===== config.mk =====
export PLATFORM = sky130hd
export DESIGN_NAME = stopwatch_ctrl_flat
export DESIGN_NICKNAME = d
export VERILOG_FILES = /design/src/rtl/stopwatch_pkg.sv /design/src/rtl/stopwatch_ctrl_if.sv /design/src/rtl/stopwatch_prescaler.sv /design/src/rtl/stopwatch_ctrl.sv /design/src/flat_wrapper.sv
export SDC_FILE = /design/constraint.sdc
export NUM_CORES = 1
export LEC_CHECK = 0
export BUFFER_PORTS_ARGS = -buffer_cell sky130_fd_sc_hd__clkbuf_2
export CAP_MARGIN = 10
export CORE_UTILIZATION = 45
export CTS_CLUSTER_SIZE = 40
export DETAILED_ROUTE_END_ITERATION = 7
export PLACE_DENSITY = 0.73
export RECOVER_POWER = 25
export SYNTH_ARGS = -nofsm -noshare
export SYNTH_HDL_FRONTEND = slang
export SYNTH_SLANG_ARGS = --single-unit

===== constraint.sdc =====
create_clock -name clk -period 1.7 [get_ports clk]
set_clock_uncertainty 0.1 [all_clocks]
set_input_delay 0.255 -clock clk [delete_from_list [all_inputs] [get_ports clk]]
set_output_delay 0.255 -clock clk [all_outputs]
set_load 0.01 [all_outputs]

===== src/rtl/stopwatch_pkg.sv =====
// ---------------------------------------------------------------------------
// stopwatch_pkg
// Shared definitions for the stopwatch controller, its top level and the
// seven-segment decoders: the mode encoding (state_t) and the default
// prescaler, counter-limit and time-width constants.
// ---------------------------------------------------------------------------
package stopwatch_pkg;

   typedef enum logic [2:0] {
      ST_PAUSED  = 3'b000,
      ST_RUNNING = 3'b001,
      ST_CLEAR   = 3'b010,
      ST_IDLE    = 3'b100
   } state_t;

   localparam int DEF_DIV_COUNT = 100;
   localparam int DEF_TIME_W    = 5;
   localparam int DEF_MAX_COUNT = 31;

endpackage


===== src/rtl/stopwatch_ctrl_if.sv =====
// ---------------------------------------------------------------------------
// stopwatch_ctrl_if
// Button inputs and display/status outputs of the stopwatch controller.
//   start_i, clear_i, lap_i : synchronized button levels
//   mode_o                  : current mode (state_t encoding)
//   time_o / lap_o          : live elapsed count / captured lap value
//   show_lap_o              : display shows lap_o instead of time_o
//   disp_o                  : value for the seven-segment decoders
//   tick_o                  : one-cycle count-tick pulse
//   overflow_o              : sticky wrap flag
// Modports: master drives the buttons (board top / bench), slave is the
// controller.
// ---------------------------------------------------------------------------
interface stopwatch_ctrl_if #(
   parameter int TIME_W = 5
);
   logic              start_i;
   logic              clear_i;
   logic              lap_i;
   logic [2:0]        mode_o;
   logic [TIME_W-1:0] time_o;
   logic [TIME_W-1:0] lap_o;
   logic              show_lap_o;
   logic [TIME_W-1:0] disp_o;
   logic              tick_o;
   logic              overflow_o;

   modport master (
      output start_i, clear_i, lap_i,
      input  mode_o, time_o, lap_o, show_lap_o, disp_o, tick_o, overflow_o
   );

   modport slave (
      input  start_i, clear_i, lap_i,
      output mode_o, time_o, lap_o, show_lap_o, disp_o, tick_o, overflow_o
   );
endinterface


===== src/rtl/stopwatch_prescaler.sv =====
// ---------------------------------------------------------------------------
// stopwatch_prescaler
// Divides clk into count ticks. Counts 0..DIV_COUNT-1 while en_i is high and
// holds its value otherwise, so a paused stopwatch keeps its fractional
// second. clr_i zeroes the count.
//   clk, reset : clock, synchronous active-high reset
//   en_i       : count enable (stopwatch running)
//   clr_i      : synchronous clear
//   tick_o     : combinational, high in the last cycle of each period
// ---------------------------------------------------------------------------
module stopwatch_prescaler #(
   parameter int DIV_COUNT = 100
) (
   input  logic clk,
   input  logic reset,
   input  logic en_i,
   input  logic clr_i,
   output logic tick_o
);
   localparam int CNT_W = (DIV_COUNT > 2) ? $clog2(DIV_COUNT) : 1;
   localparam logic [CNT_W-1:0] LAST = CNT_W'(DIV_COUNT - 1);

   logic [CNT_W-1:0] cnt;

   // Prescaler count: clear has priority, then count/wrap while enabled.
   always_ff @(posedge clk) begin
      if (reset) begin
         cnt <= {CNT_W{1'b0}};
      end else if (clr_i) begin
         cnt <= {CNT_W{1'b0}};
      end else if (en_i) begin
         if (cnt == LAST) begin
            cnt <= {CNT_W{1'b0}};
         end else begin
            cnt <= cnt + {{(CNT_W-1){1'b0}}, 1'b1};
         end
      end else begin
         cnt <= cnt;
      end
   end

   assign tick_o = en_i & (cnt == LAST);

endmodule


===== src/rtl/stopwatch_ctrl.sv =====
// ---------------------------------------------------------------------------
// stopwatch_ctrl
// Sequencing controller for the stopwatch: button edge detection, the
// IDLE/RUNNING/PAUSED/CLEAR mode FSM, elapsed-time counter with sticky
// overflow, and lap capture.
//   clk   : system clock (100 Hz board clock)
//   reset : synchronous, active-high reset
//   bus   : stopwatch_ctrl_if.slave (buttons in, display/status out)
// Optional feature macro: STOPWATCH_LAP_EN. When undefined, lap_i is ignored,
// lap_o and show_lap_o are tied to 0 and disp_o follows time_o.
// ---------------------------------------------------------------------------
module stopwatch_ctrl
   import stopwatch_pkg::*;
#(
   parameter int DIV_COUNT = DEF_DIV_COUNT,
   parameter int TIME_W    = DEF_TIME_W,
   parameter int MAX_COUNT = DEF_MAX_COUNT
) (
   input logic            clk,
   input logic            reset,
   stopwatch_ctrl_if.slave bus
);
   localparam logic [2:0] IDLE    = ST_IDLE;
   localparam logic [2:0] RUNNING = ST_RUNNING;
   localparam logic [2:0] PAUSED  = ST_PAUSED;
   localparam logic [2:0] CLEAR   = ST_CLEAR;
   localparam logic [TIME_W-1:0] TIME_MAX = TIME_W'(MAX_COUNT);
   localparam logic [TIME_W-1:0] TIME_ONE = TIME_W'(1);

   logic [2:0]        state;
   logic [2:0]        state_nxt;
   logic              start_q;
   logic              clear_q;
   logic              start_ev;
   logic              clear_ev;
   logic              tick;
   logic [TIME_W-1:0] time_cnt;
   logic              overflow;
   logic [TIME_W-1:0] lap_val;
   logic              show_lap;

   assign start_ev = bus.start_i & ~start_q;
   assign clear_ev = bus.clear_i & ~clear_q;

   // Start/clear button history; keeps updating in CLEAR so held buttons never re-fire.
   always_ff @(posedge clk) begin
      if (reset) begin
         start_q <= 1'b0;
         clear_q <= 1'b0;
      end else begin
         start_q <= bus.start_i;
         clear_q <= bus.clear_i;
      end
   end

   // Mode FSM next state; clear beats start in IDLE/PAUSED, CLEAR drops all events.
   always_comb begin
      state_nxt = state;
      case (state)
         IDLE, PAUSED: begin
            if (clear_ev) begin
               state_nxt = CLEAR;
            end else if (start_ev) begin
               state_nxt = RUNNING;
            end else begin
               state_nxt = state;
            end
         end
         RUNNING: begin
            if (start_ev) begin
               state_nxt = PAUSED;
            end else begin
               state_nxt = RUNNING;
            end
         end
         CLEAR:   state_nxt = IDLE;
         default: state_nxt = IDLE;
      endcase
   end

   // Mode register.
   always_ff @(posedge clk) begin
      if (reset) begin
         state <= IDLE;
      end else begin
         state <= state_nxt;
      end
   end

   stopwatch_prescaler #(.DIV_COUNT(DIV_COUNT)) u_prescaler (
      .clk    (clk),
      .reset  (reset),
      .en_i   (state == RUNNING),
      .clr_i  (state == CLEAR),
      .tick_o (tick)
   );

   // Elapsed-time counter and sticky overflow; a start event never suppresses a coinciding tick.
   always_ff @(posedge clk) begin
      if (reset) begin
         time_cnt <= {TIME_W{1'b0}};
         overflow <= 1'b0;
      end else if (state == CLEAR) begin
         time_cnt <= {TIME_W{1'b0}};
         overflow <= 1'b0;
      end else if (tick) begin
         if (time_cnt == TIME_MAX) begin
            time_cnt <= {TIME_W{1'b0}};
            overflow <= 1'b1;
         end else begin
            time_cnt <= time_cnt + TIME_ONE;
            overflow <= overflow;
         end
      end else begin
         time_cnt <= time_cnt;
         overflow <= overflow;
      end
   end

`ifdef STOPWATCH_LAP_EN
   logic lap_q;
   logic lap_ev;

   assign lap_ev = bus.lap_i & ~lap_q;

   // Lap button history.
   always_ff @(posedge clk) begin
      if (reset) begin
         lap_q <= 1'b0;
      end else begin
         lap_q <= bus.lap_i;
      end
   end

   // Lap capture: RUNNING latches the pre-tick time, PAUSED returns the display to live time.
   always_ff @(posedge clk) begin
      if (reset) begin
         lap_val  <= {TIME_W{1'b0}};
         show_lap <= 1'b0;
      end else if (state == CLEAR) begin
         lap_val  <= {TIME_W{1'b0}};
         show_lap <= 1'b0;
      end else if (lap_ev && (state == RUNNING)) begin
         lap_val  <= time_cnt;
         show_lap <= 1'b1;
      end else if (lap_ev && (state == PAUSED)) begin
         lap_val  <= lap_val;
         show_lap <= 1'b0;
      end else begin
         lap_val  <= lap_val;
         show_lap <= show_lap;
      end
   end
`else
   logic unused_lap;

   assign unused_lap = bus.lap_i;
   assign lap_val    = {TIME_W{1'b0}};
   assign show_lap   = 1'b0;
`endif

   assign bus.mode_o     = state;
   assign bus.time_o     = time_cnt;
   assign bus.lap_o      = lap_val;
   assign bus.show_lap_o = show_lap;
   assign bus.disp_o     = show_lap ? lap_val : time_cnt;
   assign bus.tick_o     = tick;
   assign bus.overflow_o = overflow;

endmodule


===== src/flat_wrapper.sv =====
// flat-port wrapper written by rule: the top's interface ports become plain ports
module stopwatch_ctrl_flat import stopwatch_pkg::*;
#(
   parameter int DIV_COUNT = DEF_DIV_COUNT,
   parameter int TIME_W    = DEF_TIME_W,
   parameter int MAX_COUNT = DEF_MAX_COUNT
)
  (clk, reset, bus_start_i, bus_clear_i, bus_lap_i, bus_mode_o, bus_time_o, bus_lap_o, bus_show_lap_o, bus_disp_o, bus_tick_o, bus_overflow_o);
  stopwatch_ctrl_if #(.TIME_W(TIME_W)) bus_i ();
  input logic clk;
  input logic reset;
  input wire logic [$bits(bus_i.start_i)-1:0] bus_start_i;
  input wire logic [$bits(bus_i.clear_i)-1:0] bus_clear_i;
  input wire logic [$bits(bus_i.lap_i)-1:0] bus_lap_i;
  output wire logic [$bits(bus_i.mode_o)-1:0] bus_mode_o;
  output wire logic [$bits(bus_i.time_o)-1:0] bus_time_o;
  output wire logic [$bits(bus_i.lap_o)-1:0] bus_lap_o;
  output wire logic [$bits(bus_i.show_lap_o)-1:0] bus_show_lap_o;
  output wire logic [$bits(bus_i.disp_o)-1:0] bus_disp_o;
  output wire logic [$bits(bus_i.tick_o)-1:0] bus_tick_o;
  output wire logic [$bits(bus_i.overflow_o)-1:0] bus_overflow_o;
  assign bus_i.start_i = bus_start_i;
  assign bus_i.clear_i = bus_clear_i;
  assign bus_i.lap_i = bus_lap_i;
  assign bus_mode_o = bus_i.mode_o;
  assign bus_time_o = bus_i.time_o;
  assign bus_lap_o = bus_i.lap_o;
  assign bus_show_lap_o = bus_i.show_lap_o;
  assign bus_disp_o = bus_i.disp_o;
  assign bus_tick_o = bus_i.tick_o;
  assign bus_overflow_o = bus_i.overflow_o;
  stopwatch_ctrl #(.DIV_COUNT(DIV_COUNT), .TIME_W(TIME_W), .MAX_COUNT(MAX_COUNT)) u_core (.clk(clk), .reset(reset), .bus(bus_i));
endmodule

* Word level (Yosys, flattened, before mapping)
Index checks and enable logic that the tools add are counted.
** Word-level totals
- Register bits after elaboration :: 18
- Output and inout bits :: 21
- Logic and storage cells :: 29
** Operators by class
- Add/subtract/negate cells :: 2
- Equality and inequality tests :: 6
- Mux-type cells :: 6
- Bitwise operators :: 5
- Reduce and logical (&&, ||, !) cells :: 4
** Operators with widths (count)
- 7-bit by 1-bit adder with 7-bit output, second input constant :: 1
- 7-bit equality test, second input constant :: 1
- 7-bit two-way mux :: 1
- 3-bit two-way mux :: 2
- 3-bit case mux with 2 select lines :: 1
- 5-bit by 1-bit adder with 5-bit output, second input constant :: 1
- 5-bit equality test, second input constant :: 1
- 5-bit two-way mux :: 1
- 2-bit OR reduction :: 2
- 1-bit AND :: 3
- 3-bit by 1-bit equality test with 1-bit output, second input constant :: 1
- 3-bit by 2-bit equality test with 1-bit output, second input constant :: 1
- 3-bit equality test, second input constant :: 1
- 3-bit zero test :: 1
- 3-bit by 1-bit inequality test with 1-bit output, second input constant :: 1
- 1-bit NOT :: 2
- 2-bit AND reduction :: 1
- 1-bit two-way mux :: 1

* Logic depth before layout (Yosys ltp)
- Depth after elaboration :: 5
- Gate-level depth with buffers :: 6
- Mapped depth without buffers :: 6

* Modules after synthesis
A second synthesis with hierarchy kept.
** Second synthesis, totals
- Cells, all modules :: 95
- Area total of the unflattened synthesis :: 904.6 sq um
** By module, submodules not included
- stopwatch_ctrl :: times used 1, cells each 60, area an instance 560.5 sq um
- stopwatch_prescaler :: times used 1, cells each 35, area an instance 344.1 sq um

* Worst setup path after synthesis
OpenSTA, ideal clock, no wires.
- Path kind :: register -> register
- Start :: reg u_core.time_cnt[0] (netlist: u_core.bus.disp_o[0])
- End :: reg u_core.time_cnt[3] (netlist: u_core.bus.disp_o[3])
- Setup time :: 0.117 ns
- Arrival time :: 1.654 ns
- Data required time :: 1.483 ns
- Slack :: -0.172 ns
- Cell stages (with the launch flop) :: 7
- Buffers on the path :: 0
- Cell sequence :: dfxtp_1 > ha_1 > and3_1 > ha_1 > a31oi_1 > or4_1 > a32o_1
** Between the ends
- Longest elaborated chain between the ends :: 2
- Elaborated cells between the ends (all ways) :: 3
** Ends and longest elaborated chain
- start: declaration :: RTL line stopwatch_ctrl.sv:37 : logic [TIME_W-1:0] time_cnt;
- start signal: assignment :: RTL line stopwatch_ctrl.sv:101 : time_cnt <= {TIME_W{1'b0}};
- start signal: assignment :: RTL line stopwatch_ctrl.sv:104 : time_cnt <= {TIME_W{1'b0}};
- start signal: assignment :: RTL line stopwatch_ctrl.sv:108 : time_cnt <= {TIME_W{1'b0}};
- 5-bit by 1-bit adder with 5-bit output or 5-bit equality test (tied branches) :: RTL line stopwatch_ctrl.sv:111, stopwatch_ctrl.sv:107
- 5-bit two-way mux * :: RTL line stopwatch_ctrl.sv:107 : if (time_cnt == TIME_MAX) begin
Every way passes the cells marked *; elsewhere a longest branch is shown, timed or not.
A chain may end at the register's enable or synchronous reset.

* Worst setup path in the final report
- Start :: reg u_core.u_prescaler.cnt[3]
- End :: reg u_core.time_cnt[3] (netlist: u_core.bus.disp_o[3])
** Between the ends
- Longest elaborated chain between the ends :: 2
** Ends and longest elaborated chain
- start: declaration :: RTL line stopwatch_prescaler.sv:23 : logic [CNT_W-1:0] cnt;
- start signal: assignment :: RTL line stopwatch_prescaler.sv:28 : cnt <= {CNT_W{1'b0}};
- start signal: assignment :: RTL line stopwatch_prescaler.sv:30 : cnt <= {CNT_W{1'b0}};
- start signal: assignment :: RTL line stopwatch_prescaler.sv:33 : cnt <= {CNT_W{1'b0}};
- 7-bit equality test :: RTL line stopwatch_prescaler.sv:42 : assign tick_o = en_i & (cnt == LAST);
- 1-bit AND :: RTL line stopwatch_prescaler.sv:42
No other way between the ends.

==> results.yml <==
floorplanning:
  die_area_mm2: 0.002330
  top_level_ports: 26
  core_footprint_mm2: 0.001982
  die_height_um: 48.27
  initial_utilization: 0.4861
  die_w_um: 48.27
  core.rowCount: 16
outcome:
  status: "complete, but fails checks"
  failed_checks: "negative setup slack"
global_route:
  antenna_found_initial: 0
  gr-total-overflow: 0
  pin_count_of_the_biggest_net_entering_global_routing: 12
  grt.total_usage: 0.2227
  first_pass_grt_wire_length_um: 3643
  vias_in_the_first_global_route: 867
finish:
  area.growth.synth_to_final_pct: 44.81
  final_net_count: 157
  n_antenna_cell: 0
  finalInstanceArea_mm2: 0.001395
  fraction_of_layout_cells_with_a_size_suffix_above_1: 0.5068
  layoutNonFillerInstCount: 175
clock_network:
  ctsRootBufferMaster: "sky130_fd_sc_hd__clkbuf_4"
  tritoncts: "done"
  clock_latency_late_sink_ps: 290
  numCtsBuffers: 3
  clk_pin_slew_ps: 110
  cts_hold_buf: 0
  numClockSinks: 18
  ctsLongestPathBuffers: 2
  htree_levels: 1
detailed_routing:
  wirelength_um: 2319
  detail_route.drc_violations: 0
  detail_route.wl_per_cell_um: 13.25
  antenna_violating_nets_post_route: 0
  detailedRoute.firstPassIterationCount: 4
  dr.first_iter.drc_count: 9
  drt-vias-per-instance: 5.463
  routed-via-count: 956
place:
  dpl-instance-area_mm2: 0.001242
  place_congestion: 0.7970
  dpl.cell_count: 165
  quantity_of_i_o_buffers_inserted_on_ports: 18
  dp_hpwl_um: 1678
pwr:
  power.static_leakage_nw: 0.5542
  total_power_of_the_final_layout_w: 0.0007093
  power.density_cell_area_mw_per_mm2: 508.4
  max-vdd-ir-drop_mv: 0.4403
timing:
  maxSlewViolCount: 0
  fmaxAchievable_ghz: 0.5632
  timing.final.hold_violations: 0
  worst_slack_ps: -75.54
  period_minus_slack_ps: 1776
  final.period_utilization: 1.044
  finalSetupTns_ps: -113.3
  finalSetupViolCount: 3
  rsz0062_at_grt: "true"
synth:
  yosysTopAreaCell: "sky130_fd_sc_hd__dfxtp_1"
  post_syn_instances: 106
  synthesis.area_um2: 963.4
  top_reg_cell_synth: "sky130_fd_sc_hd__dfxtp_1"
  synth_enable_flop_cells: 0
  synth.top_cells.by_area: "sky130_fd_sc_hd__dfxtp_1, sky130_fd_sc_hd__buf_4, sky130_fd_sc_hd__ha_1"
  ys_ff_latch: 18
  yosysMostFrequentCell: "sky130_fd_sc_hd__dfxtp_1"
  yosys-top-cells-count: "sky130_fd_sc_hd__dfxtp_1, sky130_fd_sc_hd__buf_4, sky130_fd_sc_hd__a21oi_1, sky130_fd_sc_hd__nand2_1"
  asyncSetResetFlopFracSynth: 0
  yosys.cell_types.count: 40
  synthesis.yosys.warnings: 0
  syn-mean-instance-area_um2: 9.089
  proportion_of_netlist_area_held_by_the_largest_area_contributor: 0.3740
  synth_sequential_area_ratio: 0.3740
job:
  cap_viol_max_count: 0
critical_path:
  worst_setup_path_end_kind: "register"
  critPathArrivalTime_ps: 1870
  worstPathRequired_ps: 1790
  path_max_fanout: 2
  setup.worst_path.class: "register to register"
  crit_path_start_kind: "register"
hold_path:
  holdCritPathClass: "input pin to register"
-- placed cells by master, fill, tap and decap left out, types with 3 or more instances in the layout --
master / instances
sky130_fd_sc_hd__o21ai_0: 3
sky130_fd_sc_hd__nand2_1: 5
sky130_fd_sc_hd__o31ai_1: 3
sky130_fd_sc_hd__a21oi_1: 7
sky130_fd_sc_hd__ha_4: 3
sky130_fd_sc_hd__dfxtp_1: 10
sky130_fd_sc_hd__buf_4: 30
sky130_fd_sc_hd__nand2b_1: 3
sky130_fd_sc_hd__dfxtp_2: 4
sky130_fd_sc_hd__nor3b_1: 3
sky130_fd_sc_hd__nand4_1: 3
sky130_fd_sc_hd__clkbuf_2: 16
sky130_fd_sc_hd__clkbuf_4: 3
sky130_fd_sc_hd__conb_1: 6
sky130_fd_sc_hd__dfxtp_4: 4
-- stage by stage --
step	util	setup slack, ps	hold slack, ps
finish	0.7039	-75.54	81.44
global route	0.7039	-101.6	106.7
floorplan	-	-67.57	283.2
global placement	0.6269	-45.62	354.8
CTS	0.6774	-77.84	77.70
detailed placement	0.6269	-73.43	363.0
-- layer usage --
metal / global-route usage / part of all wire
met1: 0.2623 / 0.43
met2: 0.4000 / 0.52
met3: 0.02593 / 0.030
met4: 0.1000 / 0.019
met5: 0 / 0
-- where the power goes --
part	total (W)	switching, W	internal (W)
Clock	0.000219	0.000128	0.0000911
Combinational	0.0000533	0.0000297	0.0000236
Sequential	0.000437	0.0000125	0.000425
-- registers in the layout (all words and copies together) (netlist names) --
signal and flops:
u_core.u_prescaler.cnt 7, u_core.bus.overflow_o 1, u_core.bus.mode_o 3, u_core.bus.disp_o 5, u_core.clear_q 1, u_core.start_q 1
-- critical path: stages (launching register included) --
cell and delay, ps:
sky130_fd_sc_hd__dfxtp_4 350, sky130_fd_sc_hd__or4b_4 520, sky130_fd_sc_hd__or4_4 490, sky130_fd_sc_hd__a32o_1 230
-- path summary, 6_finish.rpt --
path | from | to | slack, ps | depth (start not counted)
max | u_core.u_prescaler.cnt[3]$_SDFFE_PP0P_ | u_core.bus.disp_o[3]$_SDFFE_PP0P_ | -80 | 3
min | bus_start_i | u_core.start_q$_SDFF_PP0_ | 80 | 2
max reg2reg | u_core.u_prescaler.cnt[3]$_SDFFE_PP0P_ | u_core.bus.disp_o[3]$_SDFFE_PP0P_ | -80 | 3
min reg2reg | u_core.bus.mode_o[0]$_SDFFE_PP0P_ | u_core.bus.mode_o[1]$_SDFFE_PP0P_ | 390 | 1
-- final cells by class --
type                            instances  area [um2]
Sequential cell                        18       380.4
Fill cell                             142       586.8
Inverter                                3       11.26
Timing Repair Buffer                   49       331.6
Multi-Input combinational cell         74       611.8
Clock buffer                            4       26.28
Tap cell                               27       33.78
-- cells by family (layout without fill, tap and decap cells) --
kind of cell	after synthesis	in the layout	synth area share
simple gates	38	38	0.2649
compound gates	27	27	0.2000
buf+inv	19	56	0.1182
flops	18	18	0.3740
fa+ha+maj	3	3	0.03897
other cells	1	6	0.003892
-- what timing repair did --
action                                  CTS  global route
pin swaps                                 5             5
resized for setup                        12             7
buffers inserted                          2             5
endpoints found under the setup margin    4             8
Power figures use the tool's default switching activity.
